--- src/rtl/axi2mem_pkg.sv ---
// Shared definitions for the AXI2MEM bank arbiter: owner encodings,
// burst tracker state type and the address bit that selects a bank.
package axi2mem_pkg;

  localparam int BANK_SEL_BIT = 13;

  localparam logic [1:0] OWN_NONE = 2'b00;
  localparam logic [1:0] OWN_WR   = 2'b01;
  localparam logic [1:0] OWN_RD   = 2'b10;

  typedef enum logic [1:0] {
    ST_IDLE = 2'd0,
    ST_WAIT = 2'd1,
    ST_OWN  = 2'd2
  } burst_state_e;

endpackage

--- src/rtl/axi2mem_burst_tracker.sv ---
// Per-engine burst tracker: request FSM, beat down-counter and done pulse.
// Grants come from the bank arbiter; release is signalled on the last beat.
import axi2mem_pkg::*;

module axi2mem_burst_tracker #(
  parameter int LEN_W = 8
) (
  input  logic             ACLK,
  input  logic             ARESETn,
  input  logic             i_req,
  input  logic             i_bank,
  input  logic [LEN_W-1:0] i_len,
  input  logic             i_beat,
  input  logic             i_grant,
  output burst_state_e     o_state,
  output logic             o_bank,
  output logic             o_gnt,
  output logic             o_done,
  output logic             o_release,
  output logic             o_err
);

  burst_state_e     r_state, w_state_next;
  logic [LEN_W-1:0] r_cnt, w_cnt_next;
  logic             r_bank, w_bank_next;
  logic             r_done;
  logic             w_release;
  logic             w_err;

  always_ff @(posedge ACLK or negedge ARESETn) begin
    if (!ARESETn) begin
      r_state <= ST_IDLE;
      r_cnt   <= '0;
      r_bank  <= 1'b0;
      r_done  <= 1'b0;
    end else begin
      r_state <= w_state_next;
      r_cnt   <= w_cnt_next;
      r_bank  <= w_bank_next;
      r_done  <= w_release;
    end
  end

  always_comb begin
    w_state_next = r_state;
    w_cnt_next   = r_cnt;
    w_bank_next  = r_bank;
    w_release    = 1'b0;
    w_err        = 1'b0;
    case (r_state)
      ST_IDLE: begin
        if (i_req) w_state_next = ST_WAIT;
      end
      ST_WAIT: begin
        // A grant on this edge beats a simultaneous request withdrawal.
        if (i_grant) begin
          w_state_next = ST_OWN;
          w_cnt_next   = i_len;
          w_bank_next  = i_bank;
        end else if (!i_req) begin
          w_state_next = ST_IDLE;
          w_err        = 1'b1;
        end
      end
      ST_OWN: begin
        if (i_beat) begin
          if (r_cnt == '0) begin
            w_state_next = ST_IDLE;
            w_release    = 1'b1;
          end else begin
            w_cnt_next = r_cnt - LEN_W'(1);
          end
        end
      end
      default: w_state_next = ST_IDLE;
    endcase
    if (i_beat && (r_state != ST_OWN)) w_err = 1'b1;
  end

  assign o_state   = r_state;
  assign o_bank    = r_bank;
  assign o_gnt     = (r_state == ST_OWN);
  assign o_done    = r_done;
  assign o_release = w_release;
  assign o_err     = w_err;

endmodule

--- src/rtl/axi2mem_bank_arbiter.sv ---
// Burst-level scheduler sharing the two AXI2MEM memory banks between the
// write and read engines, with per-bank round-robin on conflicts.
import axi2mem_pkg::*;

module axi2mem_bank_arbiter #(
  parameter int LEN_W    = 8,
  parameter bit WR_FIRST = 1'b1
) (
  input  logic             ACLK,
  input  logic             ARESETn,
  input  logic             wr_req,
  input  logic             wr_bank,
  input  logic [LEN_W-1:0] wr_len,
  input  logic             wr_beat,
  output logic             wr_gnt,
  output logic             wr_done,
  input  logic             rd_req,
  input  logic             rd_bank,
  input  logic [LEN_W-1:0] rd_len,
  input  logic             rd_beat,
  output logic             rd_gnt,
  output logic             rd_done,
  output logic [1:0]       bank0_owner,
  output logic [1:0]       bank1_owner,
  output logic             err
);

  burst_state_e w_wr_state, w_rd_state;
  logic         w_wr_own_bank, w_rd_own_bank;
  logic         w_wr_release, w_rd_release;
  logic         w_wr_err, w_rd_err;
  logic [1:0]   w_wr_grant_b, w_rd_grant_b;
  logic [1:0]   w_owner [2];
  logic         r_err;

  axi2mem_burst_tracker #(.LEN_W(LEN_W)) u_wr_trk (
    .ACLK      (ACLK),
    .ARESETn   (ARESETn),
    .i_req     (wr_req),
    .i_bank    (wr_bank),
    .i_len     (wr_len),
    .i_beat    (wr_beat),
    .i_grant   (|w_wr_grant_b),
    .o_state   (w_wr_state),
    .o_bank    (w_wr_own_bank),
    .o_gnt     (wr_gnt),
    .o_done    (wr_done),
    .o_release (w_wr_release),
    .o_err     (w_wr_err)
  );

  axi2mem_burst_tracker #(.LEN_W(LEN_W)) u_rd_trk (
    .ACLK      (ACLK),
    .ARESETn   (ARESETn),
    .i_req     (rd_req),
    .i_bank    (rd_bank),
    .i_len     (rd_len),
    .i_beat    (rd_beat),
    .i_grant   (|w_rd_grant_b),
    .o_state   (w_rd_state),
    .o_bank    (w_rd_own_bank),
    .o_gnt     (rd_gnt),
    .o_done    (rd_done),
    .o_release (w_rd_release),
    .o_err     (w_rd_err)
  );

  genvar gi;
  generate
    for (gi = 0; gi < 2; gi++) begin : g_bank
      logic       r_rr;
      logic [1:0] r_owner;
      logic       w_free, w_wr_wait, w_rd_wait;

      assign w_free    = (r_owner == OWN_NONE);
      assign w_wr_wait = (w_wr_state == ST_WAIT) && (wr_bank == 1'(gi));
      assign w_rd_wait = (w_rd_state == ST_WAIT) && (rd_bank == 1'(gi));

      // r_rr high favours the write engine when both wait on this bank.
      assign w_wr_grant_b[gi] = w_free && w_wr_wait && (!w_rd_wait || r_rr);
      assign w_rd_grant_b[gi] = w_free && w_rd_wait && (!w_wr_wait || !r_rr);

      always_ff @(posedge ACLK or negedge ARESETn) begin
        if (!ARESETn) begin
          r_rr    <= WR_FIRST;
          r_owner <= OWN_NONE;
        end else begin
          if (w_free && w_wr_wait && w_rd_wait) r_rr <= ~r_rr;
          if (w_wr_grant_b[gi])      r_owner <= OWN_WR;
          else if (w_rd_grant_b[gi]) r_owner <= OWN_RD;
          else if ((r_owner == OWN_WR && w_wr_release) ||
                   (r_owner == OWN_RD && w_rd_release))
            r_owner <= OWN_NONE;
        end
      end

      assign w_owner[gi] = r_owner;
    end
  endgenerate

  always_ff @(posedge ACLK or negedge ARESETn) begin
    if (!ARESETn) r_err <= 1'b0;
    else          r_err <= r_err | w_wr_err | w_rd_err;
  end

  assign bank0_owner = w_owner[0];
  assign bank1_owner = w_owner[1];
  assign err         = r_err;

  a_one_owner_per_bank: assert property (@(posedge ACLK) disable iff (!ARESETn)
    !(wr_gnt && rd_gnt && (w_wr_own_bank == w_rd_own_bank)));

endmodule
--- config.mk ---
export PLATFORM = sky130hd
export DESIGN_NAME = axi2mem_bank_arbiter
export DESIGN_NICKNAME = d
export VERILOG_FILES = /design/src/rtl/axi2mem_pkg.sv /design/src/rtl/axi2mem_burst_tracker.sv /design/src/rtl/axi2mem_bank_arbiter.sv
export SDC_FILE = /design/constraint.sdc
export NUM_CORES = 1
export LEC_CHECK = 0
export BUFFER_PORTS_ARGS = -buffer_cell sky130_fd_sc_hd__buf_2
export CORE_MARGIN = 4
export CORE_UTILIZATION = 50
export DETAILED_ROUTE_END_ITERATION = 10
export GPL_ROUTABILITY_DRIVEN = 0
export PLACE_DENSITY = 0.73
export SYNTH_ARGS = -nofsm -noshare
export SYNTH_HDL_FRONTEND = slang
export SYNTH_SLANG_ARGS = --single-unit
--- constraint.sdc ---
create_clock -name ACLK -period 3.1 [get_ports ACLK]
set_clock_uncertainty 0.2 [all_clocks]
set_input_delay 0.155 -clock ACLK [delete_from_list [all_inputs] [get_ports ACLK]]
set_output_delay 0.155 -clock ACLK [all_outputs]
set_load 0.1 [all_outputs]
# == Word-level counts from Yosys, hierarchy flattened ==
# Index checks and enable logic that the tools add are counted.
# word_totals
out_inout_bits,9
regBits,29
inputBits,24
elab_cells,129
# op_classes
bitwise,6
reduce_logical,48
n_addsub,2
eq_ne,22
muxes,40
# op_table
op,n
$mux W8,6
$mux W2,16
$pmux W8 S2,2
$logic_and A1 B1 Y1,20
$logic_not A8 Y1,2
$ne A2 B2 Y1 const B,8
$reduce_and A4 Y1,4
$sub A8 B1 Y8 const B,2
$mux W1,14
$pmux W2 S3,2
$eq A2 B1 Y1 const B,4
$eq A2 B2 Y1 const B,4
$logic_not A2 Y1,4
$ne A2 B1 Y1 const B,4
$logic_not A1 Y1,6
$logic_or A1 B1 Y1,6
$ne A3 B2 Y1 const B,2
$reduce_bool A3 Y1,2
$not A1 Y1,4
$reduce_bool A2 Y1,2
$reduce_or A2 Y1,2
$or A1 B1 Y1,2

# == Depth between registers and ports, before layout ==
# Gate-level depths: netlist (run 1).
# logic_depth
depth_word,11
mapped_depth,7
mapped_depth_nobuf,6

# == By module ==
# Synthesis (run 1) repeated with hierarchy kept, for this count alone.
# hier_totals
cells_unflattened,196
hier_area_um2,1793.0
# by_module_without_submodules
mod,instances,area_each_um2,cells_each,seq_area_each_um2
axi2mem_burst_tracker,2,713.2,79,300.3
axi2mem_bank_arbiter,1,366.6,38,177.7

# == Worst setup path after synthesis (run 1) ==
# OpenSTA, ideal clock, no wires.
# synth_path
path_kind,register to register
start,"register u_rd_trk.r_state[0], in the netlist u_rd_trk.o_state[0]"
end,register u_rd_trk.r_cnt[2]
path_stages_with_launch,7
setup_time_ns,0.134
setup_slack_ns,0.476
n_path_buf,2
arrival_time_ns,2.289
path_cell_list,dfrtp_1 -> nand2b_1 -> buf_2 -> inv_1 -> buf_1 -> a222oi_1 -> a2bb2oi_1
# synth_via
word_cells_on_any_way,15
cone_classes,eq/ne (5); mux (1); reduce/logical (9)
# synth_lines
element,line_no,source
"start, declared",axi2mem_burst_tracker.sv:23,"burst_state_e r_state, w_state_next;"
"start signal, assigned",axi2mem_burst_tracker.sv:37,r_state <= w_state_next;
$eq A2 B2 Y1 *,n/a,
named net rd_gnt,axi2mem_bank_arbiter.sv:21,"output logic rd_gnt,"
$ne A2 B2 Y1 (no source line) / $reduce_bool A2 Y1 (equally long branches),n/a,
$reduce_and A4 Y1 (no source line),n/a,
"end signal, assigned",axi2mem_burst_tracker.sv:38,r_cnt <= w_cnt_next;
"end, declared",axi2mem_burst_tracker.sv:24,"logic [LEN_W-1:0] r_cnt, w_cnt_next;"
# The timed path passes the listed nets; every way through them passes the cells marked *.
# A chain may end at the register's enable or synchronous reset.

# == Final worst setup path (run 1) ==
# layout_path
start,"register u_rd_trk.r_state[0], in the netlist u_rd_trk.o_state[0]"
end,output rd_gnt
# layout_via
elab_chain_len,1
# layout_lines
element,line_no,source
$eq A2 B2 Y1,axi2mem_burst_tracker.sv:82,assign o_gnt = (r_state == ST_OWN);
"end, declared",axi2mem_bank_arbiter.sv:21,
# No other way between the ends.

==> results.yml, run 1 <==
logic_synthesis:
  yosysTopAreaCell: "dfrtp_1"
  synth_seq_area_share: 0.392
  yosysMostFrequentCell: "dfrtp_1"
  synth_commonest_cells: "dfrtp_1 (27), nor2_1 (22), nand2_1 (10)"
  async_flop_share: 1.00
  synth_enable_flop_cells: 0
  synth_cell_types: 60
  ys_warn_count: 0
  postSynthAreaPerCell_um2: 9.47
  ys_ff_latch: 29
  netlist_top_cells_area: "dfrtp_1 (36%), nor2_1 (4.5%), o31ai_1 (3.6%)"
  syn_inst: 196
  synth_flop_cell: "dfrtp_1"
  synth_fp_nets: 224
  synth.cell_area_mm2: 0.00186
  synth_top_area_share: 0.364
placement:
  preCtsSetupSlack_ps: 790
  place_area_mm2: 0.00203
  hpwl_um: 3330
  dp.cells: 265
  io_buffer_count: 32
floorplanning:
  die_y_um: 68.9
  dieArea_mm2: 0.00475
  start_util: 0.535
  rows: 21
  die_x_um: 68.9
  io_pins: 33
  core-area_mm2: 0.00347
setup_path:
  cp_max_fo: 17
  required_ps: 2740
  path_buf_inv: 2
  endpoint_kind: "output pin"
  rr_worst_depth: 5
  cp_top_family: "buffers and inverters"
  slowest_delay_ps: 510
  crit_slowest_cell: "buf_2"
  crit_type: "flop to output pin"
  regToRegEndpoint: "u_rd_trk.r_cnt[0]"
  cp_num_cells: 3
  critPathLaunchType: "flop"
  cp_cell_sequence: "nand2b_1, inv_1, buf_2"
  reg2reg_slack_ps: 730
  r2r_start: "u_rd_trk.o_state[0]"
  critical_path_arrival_ps: 2100
cells_and_area:
  multiInputGateArea_mm2: 0.00105
  antennaDiodeCount: 0
  areaGrowthSynthToFinish_pct: 18.0
  fillCellCount: 300
  final_area_mm2: 0.00219
  seqCellArea_um2: 728
  fin_nets: 262
  finalNonFillerCells: 281
  drive_gt1_frac: 0.213
global_route:
  overflow: 0
  grt_max_degree: 30
  grt_pass1_wl_um: 7500
  antenna_found_initial: 0
  first_global_vias: 1654
  track_usage: 0.213
sta:
  setup_ws_ps: 646
  setup_tns_ps: 0
  finalHoldViolCount: 0
  min_period_ps: 2450
  rsz0062_at_grt: "no"
  worst_slew_pin_slew_ps: 749
  period_share: 0.792
  timing.slew.headroom: 0.500
  setup_viol: 0
  slew_viol_final: 0
  max_freq_ghz: 0.407
cts:
  clock_latency_ps: 280
  cts.sinks: 29
  cts_tree: "built"
  post-cts-setup-buffer-count: 0
  cts_hold_buf: 8
  root_buffer: "clkbuf_8"
  cts-buffers-inserted: 5
  clk_pin_slew_ps: 60
  clock_path_buffers: 2
  cts-htree-levels: 2
  ctsResizeCount: 0
route:
  viasPerCell: 6.29
  via_count: 1767
  wirelength_um: 4520
  ant_nets: 0
  wire_per_inst_um: 16.1
  drcViolationCount: 0
  drtIter0Drc: 175
  first_pass_iters: 4
worst_hold_path:
  hold_class: "input pin to flop"
  hold_depth: 3
  min_from: "wr_len[6]"
  min_to: "u_wr_trk.r_cnt[6]"
run:
  cap_violations: 0
power:
  leakage_nw: 0.943
  irDropWorstVdd_mv: 0.484
  powerDensity_mw_per_mm2: 898
outcome:
  status: "completed"
-- layer usage --
| metal | up-vias | wire length, um | global-route usage |
|---|---|---|---|
| li1 | 839 | - | - |
| met1 | 835 | 2010 | 0.277 |
| met2 | 83 | 2120 | 0.337 |
| met3 | 10 | 330 | 0.0567 |
| met4 | 0 | 51 | 0.0803 |
| met5 | - | 0 | 0 |
-- layout by cell type, fill, tap and decap left out, drive strengths merged, types with 2 or more instances in the layout --
| cell type | n |
|---|---|
| buf | 32 |
| dfrtp | 27 |
| nor2 | 22 |
| nand2 | 10 |
| o31ai | 9 |
| o21ai | 9 |
| inv | 8 |
| dlygate4sd3 | 8 |
| a21oi | 8 |
| clkbuf | 8 |
| nand2b | 5 |
| nor3 | 5 |
| a22o | 5 |
| a2bb2oi | 5 |
| or4 | 5 |
| nand3b | 4 |
| nor3b | 4 |
| o22ai | 4 |
| ha | 4 |
| nor4 | 3 |
| nand3 | 3 |
| a21o | 3 |
| a31oi | 3 |
| o221ai | 3 |
| a31o | 2 |
| o41ai | 2 |
| a221o | 2 |
| a41oi | 2 |
| mux2i | 2 |
| dfstp | 2 |
| or2 | 2 |
| or3b | 2 |
| o32ai | 2 |
-- worst max-delay path by stage --
stage	from	end	slack [ps]
after floorplan	u_rd_trk.o_state[0]	u_rd_trk.r_cnt[2]	480
after CTS	u_rd_trk.o_state[0]	rd_gnt	670
after detailed placement	u_rd_trk.o_state[0]	u_rd_trk.r_cnt[0]	790
after global placement	u_rd_trk.o_state[0]	u_rd_trk.r_cnt[0]	820
final	u_rd_trk.o_state[0]	rd_gnt	650
after global routing	u_rd_trk.o_state[0]	rd_gnt	530
-- kinds of logic (layout without fill, tap and decap cells) --
| logic type | Yosys count | in the layout | synth area share |
|---|---|---|---|
| and+or+nand+nor | 73 | 73 | 0.218 |
| AOI/OAI and AO/OA | 69 | 69 | 0.302 |
| DFF | 29 | 29 | 0.392 |
| buffers and inverters | 17 | 56 | 0.0398 |
| adders and majority gates | 4 | 4 | 0.0270 |
| xor gates and xnor gates | 2 | 2 | 0.00944 |
| muxes | 2 | 2 | 0.0108 |
-- area by class of cell --
cell class              instances  share of cell area
clock buffers                   8              0.0366
repair buffers                 40               0.110
flip-flops and latches         29               0.333
well taps                      46              0.0263
multi-input cells             150               0.481
inverters                       8              0.0137
-- through the flow --
stage / total power (W) / utilization / hold slack, ps
2_1_floorplan: 0.00146 / - / -341
3_3_place_gp: 0.00163 / 0.585 / 14.8
3_5_place_dp: 0.00166 / 0.585 / 19.2
4_1_cts: 0.00196 / 0.631 / 4.15
5_1_grt: 0.00211 / 0.631 / 18.1
6_report: 0.00197 / 0.631 / 8.11
-- registers in the layout, summed over array words and instances (netlist names) --
register          count
u_wr_trk.o_state      2
u_rd_trk.r_cnt        8
bank1_owner           2
u_rd_trk.o_done       1
u_rd_trk.o_state      2
err                   1
u_wr_trk.o_done       1
g_bank.r_rr           2
bank0_owner           2
u_wr_trk.r_cnt        8
-- worst min-delay path, delay by kind of cell --
kind | cells | cell delay [ps]
AOI/OAI and AO/OA | 2 | 200
buffers and inverters | 1 | 80
-- power by group --
group / switching [W] / leakage, nW / total (W) / internal [W]
clock network: 0.000130 / 0.0395 / 0.000289 / 0.000159
logic: 0.000612 / 0.560 / 0.000953 / 0.000341
registers: 0.000185 / 0.344 / 0.000724 / 0.000539
total: 0.000928 / 0.943 / 0.00197 / 0.00104
No activity file was read; power rests on OpenSTA's default activity.
==> inputs of run 2 (changes only) <==
--- a/config.mk
+++ b/config.mk
@@ -10,7 +10,7 @@
 export CORE_UTILIZATION = 50
 export DETAILED_ROUTE_END_ITERATION = 10
 export GPL_ROUTABILITY_DRIVEN = 0
-export PLACE_DENSITY = 0.73
+export PLACE_DENSITY = 0.75
 export SYNTH_ARGS = -nofsm -noshare
 export SYNTH_HDL_FRONTEND = slang
 export SYNTH_SLANG_ARGS = --single-unit
==> constraint.sdc (replaced) <==
create_clock -name ACLK -period 2.2 [get_ports ACLK]
set_clock_uncertainty 0.2 [all_clocks]
set_input_delay 0.11 -clock ACLK [delete_from_list [all_inputs] [get_ports ACLK]]
set_output_delay 0.11 -clock ACLK [all_outputs]
set_load 0.1 [all_outputs]
==> results.yml, run 2 (synthesis gave the netlist of run 1 again) <==
cells_and_area:
  layout_common_cells: "buf_2 (31), dfrtp_1 (23), nor2_1 (22)"
  layout_commonest_cell: "buf_2"
  areaGrowthSynthToFinish_pct: 33.7
  fillCellCount: 282
  antennaDiodeCount: 0
  top_regs: "u_rd_trk.r_cnt x8, u_wr_trk.r_cnt x8"
  fin_nets: 289
  finalNonFillerCells: 308
  multiInputGateArea_mm2: 0.00107
  drive_gt1_frac: 0.298
  seqCellArea_um2: 738
global_route:
  grt_pass1_wl_um: 8300
  grt_max_degree: 30
  first_global_vias: 1810
  overflow: 0
  track_usage: 0.240
  antenna_found_initial: 0
power:
  powerDensity_mw_per_mm2: 1240
  irDropWorstVdd_mv: 0.609
  power_w: 0.00307
  leakage_nw: 1.09
floorplanning:
  die_x_um: 68.9
  core-area_mm2: 0.00347
  rows: 21
  start_util: 0.535
  io_pins: 33
  dieArea_mm2: 0.00475
  die_y_um: 68.9
setup_path:
  crit_type: "flop to flop"
  cp_max_fo: 6
  endpoint_kind: "flop"
  regToRegEndpoint: "u_rd_trk.r_cnt[3]"
  cp_cell_sequence: "or2_4, or3b_1, a221o_1, a22o_1"
  required_ps: 2180
  crit_slowest_cell: "or3b_1"
  critPathLaunchType: "flop"
  reg2reg_slack_ps: 80
  critical_path_arrival_ps: 2100
  slowest_delay_ps: 490
  rr_worst_depth: 4
  r2r_start: "bank1_owner[0]"
route:
  wire_per_inst_um: 16.0
  viasPerCell: 6.00
  wirelength_um: 4940
  drtIter0Drc: 179
  ant_nets: 0
  first_pass_iters: 4
  drcViolationCount: 0
  via_count: 1848
sta:
  max_freq_ghz: 0.471
  period_share: 0.965
  setup_viol: 0
  min_period_ps: 2120
  worst_slew_pin_slew_ps: 662
  timing.slew.headroom: 0.559
  rsz0062_at_grt: "no"
  finalHoldViolCount: 0
  slew_viol_final: 0
cts:
  cts-htree-levels: 2
  clock_path_buffers: 2
  cts.sinks: 29
  cts_tree: "built"
  clock_latency_ps: 290
  root_buffer: "clkbuf_8"
  clk_pin_slew_ps: 60
  cts-buffers-inserted: 5
worst_hold_path:
  hold_depth: 4
  hold_class: "input pin to flop"
  min_to: "u_rd_trk.r_cnt[3]"
  min_from: "rd_len[3]"
placement:
  hpwl_um: 3490
  io_buffer_count: 32
  dp.cells: 283
outcome:
  status: "completed"
run:
  cap_violations: 0
[run 2: cell types whose count changed in the layout (fill, tap and decap cells not counted), sizes merged]
cell	before	now
buf	32	50
dlygate4sd3	8	17
clkinv	0	1
clkbuf	8	7
[run 2: cell type report]
class / count / area share
Clock inverter: 1 / 0.00202
Timing Repair Buffer: 67 / 0.194
Multi-Input combinational cell: 150 / 0.433
Tap cell: 46 / 0.0232
Inverter: 8 / 0.0121
Clock buffer: 7 / 0.0388
Sequential cell: 29 / 0.298
[run 2: through the flow]
step | hold slack (ps) | TNS (ps) | instance area (um^2) | setup WS, ps | utilization
final | 13.7 | 0 | 2480 | 77.0 | 0.715
after CTS | 12.2 | 0 | 2460 | 13.6 | 0.710
after global routing | 26.1 | 0 | 2480 | 3.56 | 0.715
after global placement | -24.8 | 0 | 2190 | 86.3 | 0.632
after floorplan | -386 | -38.6 | 1890 | -19.3 | -
after detailed placement | -25.4 | 0 | 2190 | 38.3 | 0.632
[run 2: routing by layer]
metal,GRT usage,vias up,routed length (um)
li1,-,890,-
met1,0.293,881,2140
met2,0.395,63,2390
met3,0.0778,14,296
met4,0.0876,0,110
met5,0,-,0
[run 2: worst max-delay path, delay by kind of cell, from the launching register on]
| family | cells | cell delay [ps] |
|---|---|---|
| simple gates | 2 | 770 |
| compound gates | 2 | 550 |
| flops | 1 | 480 |
[run 2: where the power goes]
part | internal [W] | switching [W]
combinational | 0.000628 | 0.000941
clock | 0.000282 | 0.000210
sequential | 0.000772 | 0.000239
[run 2: repair_timing]
item | CTS | global route
endpoints found under the setup margin | 0 | 14
setup buffers | 0 | 0
endpoints found under the hold margin | 45 | 0
gates resized for setup | 0 | 3
hold buffers | 17 | 0
[run 2: worst max path at each step]
stage | from | to | slack [ps] | depth (start not counted)
global route | rd_bank | u_wr_trk.r_cnt[1] | 4 | 7
floorplan | bank1_owner[0] | u_rd_trk.r_cnt[3] | -20 | 5
finish | bank1_owner[0] | u_rd_trk.r_cnt[3] | 80 | 4
detailed placement | u_rd_trk.r_cnt[4] | u_rd_trk.r_cnt[3] | 40 | 4
CTS | u_rd_trk.r_cnt[4] | u_rd_trk.r_cnt[3] | 10 | 4
global placement | u_rd_trk.r_cnt[4] | u_rd_trk.r_cnt[6] | 90 | 4
